`config.mk`:
```
export PLATFORM = sky130hd
export DESIGN_NAME = debounced_updown_counter
export DESIGN_NICKNAME = d
export VERILOG_FILES = /design/src/rtl/front_panel_pkg.sv /design/src/rtl/debounced_updown_counter_btn.sv /design/src/rtl/debounced_updown_counter.sv
export SDC_FILE = /design/constraint.sdc
export NUM_CORES = 1
export LEC_CHECK = 0
export ABC_AREA = 1
export BUFFER_PORTS_ARGS = -buffer_cell sky130_fd_sc_hd__buf_4
export CORE_ASPECT_RATIO = 1.75
export CORE_MARGIN = 2
export CORE_UTILIZATION = 55
export DETAILED_ROUTE_END_ITERATION = 6
export PLACE_DENSITY_LB_ADDON = 0.25
export RECOVER_POWER = 50
export SLEW_MARGIN = 0
export SYNTH_ARGS = -nofsm -noshare
export SYNTH_HDL_FRONTEND = slang
export SYNTH_HIERARCHICAL = 1
export SYNTH_SLANG_ARGS = --single-unit
```
`constraint.sdc`:
```
create_clock -name clock -period 1.9 [get_ports clock]
set_input_delay 0.285 -clock clock [delete_from_list [all_inputs] [get_ports clock]]
set_output_delay 0.285 -clock clock [all_outputs]
set_load 0.005 [all_outputs]
```
`src/rtl/front_panel_pkg.sv`:
```
// Shared constants and helpers for the front-panel button/counter path.
package front_panel_pkg;

    localparam int BTN_UP    = 0;
    localparam int BTN_DOWN  = 1;
    localparam int BTN_CLEAR = 2;

    localparam int MODE_WRAP = 0;
    localparam int MODE_SAT  = 1;

    // Bits needed to hold values 0..value-1, never less than one.
    function automatic int clog2(input int value);
        int width;
        width = 0;
        while ((1 << width) < value) begin
            width++;
        end
        return (width < 1) ? 1 : width;
    endfunction

endpackage

```
`src/rtl/debounced_updown_counter_btn.sv`:
```
// One button channel: two-FF synchroniser, stable-count debouncer,
// rising-edge press pulse and optional hold-to-repeat pulses.
module btn_debounce_pulse
    import front_panel_pkg::*;
#(
    parameter int DB_CYCLES    = 250000,
    parameter int REPEAT_DELAY = 0,
    parameter int REPEAT_RATE  = 50000
) (
    input  logic clock,
    input  logic reset,
    input  logic button,
    output logic level,
    output logic pulse
);

    localparam int STABLE_W = clog2(DB_CYCLES + 1);
    localparam logic [STABLE_W-1:0] STABLE_LAST = STABLE_W'(DB_CYCLES - 1);

    logic                sync1_reg;
    logic                sync2_reg;
    logic [STABLE_W-1:0] stable_reg;
    logic                level_reg;
    logic                level_d_reg;
    logic                pulse_reg;
    logic                repeat_hit;

    always_ff @(posedge clock) begin
        if (reset) begin
            sync1_reg   <= 1'b0;
            sync2_reg   <= 1'b0;
            stable_reg  <= '0;
            level_reg   <= 1'b0;
            level_d_reg <= 1'b0;
            pulse_reg   <= 1'b0;
        end else begin
            sync1_reg <= button;
            sync2_reg <= sync1_reg;
            // Level only flips after DB_CYCLES consecutive disagreeing samples.
            if (sync2_reg == level_reg) begin
                stable_reg <= '0;
            end else if (stable_reg == STABLE_LAST) begin
                stable_reg <= '0;
                level_reg  <= ~level_reg;
            end else begin
                stable_reg <= stable_reg + STABLE_W'(1);
            end
            level_d_reg <= level_reg;
            pulse_reg   <= (level_reg & ~level_d_reg) | repeat_hit;
        end
    end

    generate
        if (REPEAT_DELAY > 0) begin : g_repeat
            localparam int HOLD_W = clog2(REPEAT_DELAY + REPEAT_RATE + 1);
            logic [HOLD_W-1:0] hold_reg;
            logic [HOLD_W-1:0] hold_next;

            // After the first repeat the counter cycles DELAY..DELAY+RATE-1,
            // so every return to DELAY marks one more repeat.
            always_comb begin
                hold_next = hold_reg + HOLD_W'(1);
                if (hold_next == HOLD_W'(REPEAT_DELAY + REPEAT_RATE)) begin
                    hold_next = HOLD_W'(REPEAT_DELAY);
                end
            end

            always_ff @(posedge clock) begin
                if (reset || !level_reg) begin
                    hold_reg <= '0;
                end else begin
                    hold_reg <= hold_next;
                end
            end

            assign repeat_hit = level_reg && (hold_next == HOLD_W'(REPEAT_DELAY));
        end else begin : g_no_repeat
            assign repeat_hit = 1'b0;
        end
    endgenerate

    assign level = level_reg;
    assign pulse = pulse_reg;

endmodule

```
`src/rtl/debounced_updown_counter.sv`:
```
// Up/down/clear front-panel counter: three debounced buttons step an
// N-bit count that wraps or saturates and drives the LED bank.
module debounced_updown_counter
    import front_panel_pkg::*;
#(
    parameter int N            = 6,
    parameter int DB_CYCLES    = 250000,
    parameter int REPEAT_DELAY = 0,
    parameter int REPEAT_RATE  = 50000,
    parameter int SATURATE     = 0
) (
    input  logic         clock,
    input  logic         reset,
    input  logic [2:0]   buttons,
    output logic [N-1:0] leds,
    output logic [2:0]   pressed,
    output logic         at_max,
    output logic         at_min
);

    localparam logic [N-1:0] COUNT_MAX = '1;

    logic [2:0]   level_vec;
    logic [2:0]   pulse_vec;
    logic [N-1:0] count_reg;
    logic [N-1:0] count_next;

    genvar gi;
    generate
        for (gi = 0; gi < 3; gi++) begin : g_chan
            btn_debounce_pulse #(
                .DB_CYCLES   (DB_CYCLES),
                .REPEAT_DELAY((gi == BTN_CLEAR) ? 0 : REPEAT_DELAY),
                .REPEAT_RATE (REPEAT_RATE)
            ) u_btn (
                .clock (clock),
                .reset (reset),
                .button(buttons[gi]),
                .level (level_vec[gi]),
                .pulse (pulse_vec[gi])
            );
        end
    endgenerate

    // Clear wins; up and down together cancel.
    always_comb begin
        count_next = count_reg;
        if (pulse_vec[BTN_CLEAR]) begin
            count_next = '0;
        end else if (pulse_vec[BTN_UP] && !pulse_vec[BTN_DOWN]) begin
            if (count_reg != COUNT_MAX || SATURATE == MODE_WRAP) begin
                count_next = count_reg + N'(1);
            end
        end else if (pulse_vec[BTN_DOWN] && !pulse_vec[BTN_UP]) begin
            if (count_reg != '0 || SATURATE == MODE_WRAP) begin
                count_next = count_reg - N'(1);
            end
        end
    end

    always_ff @(posedge clock) begin
        if (reset) begin
            count_reg <= '0;
        end else begin
            count_reg <= count_next;
        end
    end

    assign leds    = count_reg;
    assign pressed = level_vec;
    assign at_max  = (count_reg == COUNT_MAX);
    assign at_min  = (count_reg == '0);

endmodule

```
==> results.md <==
- TritonCTS clock tree: built
- Crit path cell chain: ha_1, nand2_1, nor2_1, nand2_1, inv_1, nand3_1, nand2_2, a21oi_1
- FF+latch count, synth: 75
- Critical path buffer and inverter count: 1
- Most frequent CP cell: nand2_1
- DIE HEIGHT: 112 um
- DRT Wirelength: 7410 um
- Worst clock skew: 0.00676 ns
- Syn Area/Cell: 6.98 um^2
- P&R area growth vs syn: 12.3%
- Flop2flop setup slack: around 0.23 ns
- HP Class: primary input to flip-flop
- Synth Area in Compound Gates: 0.0640
- Sink Count: 75
- Gr ovfl total: 0
- Reg-to-reg startpoint: g_chan[1].u_btn/stable_reg[0]
- Post-synth EDFFs: 0
- Post-CTS setup buffer count: 0
- Final RePlAce weighted congestion: between 0.8 and 0.9
- Main synth FF type: dfxtp_1
- Worst Hold Depth: 3
- Max Buffers Root-to-Sink: 2
- Crit path max fanout: 18
- Crit Reg-Reg Endpoint: g_chan[1].u_btn/stable_reg[15]
- Post-synth ARST share: 0
- Fmax: 600 MHz
- RSZ-0062 raised after global routing: no
- Fin crit period: 1.67 ns
- Status: complete, no violations
- Number of flip-flops in the largest register: 54
- Multi-input logic area: ~1900 um^2
- WP data required: 2.10 ns
- Die area: ~7400 um^2
- Post-Synth XOR/XNOR Area: 0.0691
- CP max stage cell: dfxtp_1
- Nets@finish: 563
- Post-route cell area: 4130 um^2
- Hold slack: between 0.15 and 0.2 ns
- Hold path startpoint: buttons[2]
- ANT nets after route: 0
- CP Data Arrival Time: 1.87 ns
- Max incr delay on CP: around 0.40 ns
- Antenna diodes: 0
- CTS buffer count: 9
- Synth top area cells: dfxtp_1, nand2_1, nor2_1
- R2r worst-path depth: 8
- # setup viols final: 0
- Root Driver: clkbuf_16
- Final period util: 0.878
- PortBufs: 15
- Resized cells post-CTS: 0
- Top delay family on crit path: simple AND/OR/NAND/NOR gates
- Largest net degree at the start of global routing: 19
- YS warnings: 6
- Post-Synth Adder-Cell Area: 0.0327
- Worst setup EP type: flip-flop
- Hold worst-path end: g_chan[2].u_btn/sync1_reg
- DR vias: 3217
- Register area share after synthesis: 0.408
- Final Hold Viols: 0
- Post-synth net total: 541
- DRC Markers: 0
- Total track usage: 0.217
- Post-DP HPWL: 5350 um
- Number of H-tree levels: 3
- Multiplexer area fraction after synthesis: 0
- Startpoint types: flip-flop
- Synth top area share: 0.408
- Final slew viol count: 0
- Initial DRC count: 146
- Wire per inst: 11.7 um
- Dpl cells: 620
- Post-DR vias/cell: 5.07
- DRT Pass-1 Iters: 4
- Rows: 39
- Core area: 6490 um^2
- Post-DP Area: between 3000 and 4000 um^2
- Starting Density: 0.567
- Hold Buf Count CTS: 0
- Worst Path Class, Setup: flip-flop to flip-flop
- Post-synth top area cell: dfxtp_1
- Pwr/cell area: 807 nW/um^2
- Initial antenna violation count: 0
- Sequential cell area: 1500 um^2
- Setup TNS Final: 0 ns
- Synth cell count leaders: nand2_1, nor2_1, dfxtp_1
- Worst-Skew Late Latency: around 0.33 ns
- Post-Synthesis Cells: 527
- First-pass GRT wire length: 12400 um
- MaxCap Viol Count: 0
- Vias in the first global route: 3074
- Slew margin rel.: 0.510
- # IOs: 16
- Share of layout cells above drive strength 1: 0.0761
- Largest family of logic cells by synthesized area: simple AND/OR/NAND/NOR gates
- Actual slew at the worst max-slew pin: 0.735 ns
- Worst-path clk slew: ~0.05 ns
- Area of the mapped netlist: 3680 um^2
- Die width: 65.8 um
- Leakage: 1.41 nW
- Fillers: 588
- Area fraction in and, or, nand and nor cells after synthesis: 0.355
- Finished Layout Cells: 634
- Synth cell types: 26
- Setup crit start: g_chan[1].u_btn/stable_reg[0]
- VDD IR max: 0.000526 V
- Count leader, synth: nand2_1
-- stage by stage --
stage	utilization	power, mW	setup slack (ns)
6_report	0.636	3.33	0.233
2_1_floorplan	-	1.65	0.443
3_3_place_gp	0.594	1.66	0.400
4_1_cts	0.640	3.37	0.281
3_5_place_dp	0.594	1.66	0.289
5_1_grt	0.636	3.44	0.0829
-- report_power, final --
group          total [mW]  internal (mW)  switching [mW]  leakage [nW]
sequential           1.59           1.58         0.00374         0.605
clock                1.71           1.11           0.604         0.151
combinational      0.0396         0.0121          0.0275         0.655
-- layer usage --
metal  global-route usage  vias to the layer above  share of wire  routed length, um
li1                     -                     1682              -                  -
met1                0.206                     1478           0.40               2970
met2                0.409                       40           0.56               4120
met3               0.0401                       17          0.016                120
met4                0.128                        0          0.028                206
met5                    0                        -              0                  0
-- cell type report --
type                       instances  share of cell area
clock inverter                     2             0.00848
tap                               82              0.0248
timing repair buffer              15              0.0264
inverter                          60              0.0545
clock buffer                      12              0.0645
multi-input combinational        388               0.458
sequential                        75               0.364
-- how the worst max path moves through the flow --
stage / slack [ns] / to / cells past startpoint
CTS: 0.28 / leds[5] / 12
global placement: 0.40 / leds[4] / 9
floorplan: 0.44 / leds[4] / 9
global route: 0.08 / g_chan[2].u_btn/stable_reg[12] / 8
finish: 0.23 / g_chan[1].u_btn/stable_reg[15] / 8
detailed placement: 0.29 / leds[5] / 12
-- worst min-delay path, stage by stage --
cell and delay [ns]:
buf_4 0.08, inv_1 0.03, nor2_1 0.06
-- logic make-up (layout without fill, tap and decap cells) --
family,Yosys count,in the layout
AO/OA/AOI/OAI,45,45
AND/OR/NAND/NOR,305,305
XOR/XNOR,29,29
flip-flops,75,75
buffers and inverters,64,89
adder cells (fa/ha/maj),9,9
-- layout by cell type, fill, tap and decap left out, types with 3 or more instances in the layout --
| master | instances |
|---|---|
| a21oi_1 | 31 |
| buf_4 | 5 |
| clkbuf_16 | 9 |
| clkbuf_4 | 9 |
| clkbuf_8 | 3 |
| dfxtp_1 | 75 |
| ha_1 | 8 |
| inv_1 | 60 |
| nand2_1 | 123 |
| nand3_1 | 33 |
| nand4_1 | 4 |
| nor2_1 | 115 |
| nor2_2 | 6 |
| nor3_1 | 5 |
| nor3b_1 | 3 |
| o21ai_0 | 10 |
| o21bai_1 | 3 |
| or2_0 | 6 |
| or2_2 | 3 |
| xnor2_1 | 7 |
| xor2_1 | 22 |
No activity file was read; power rests on OpenSTA's default activity.
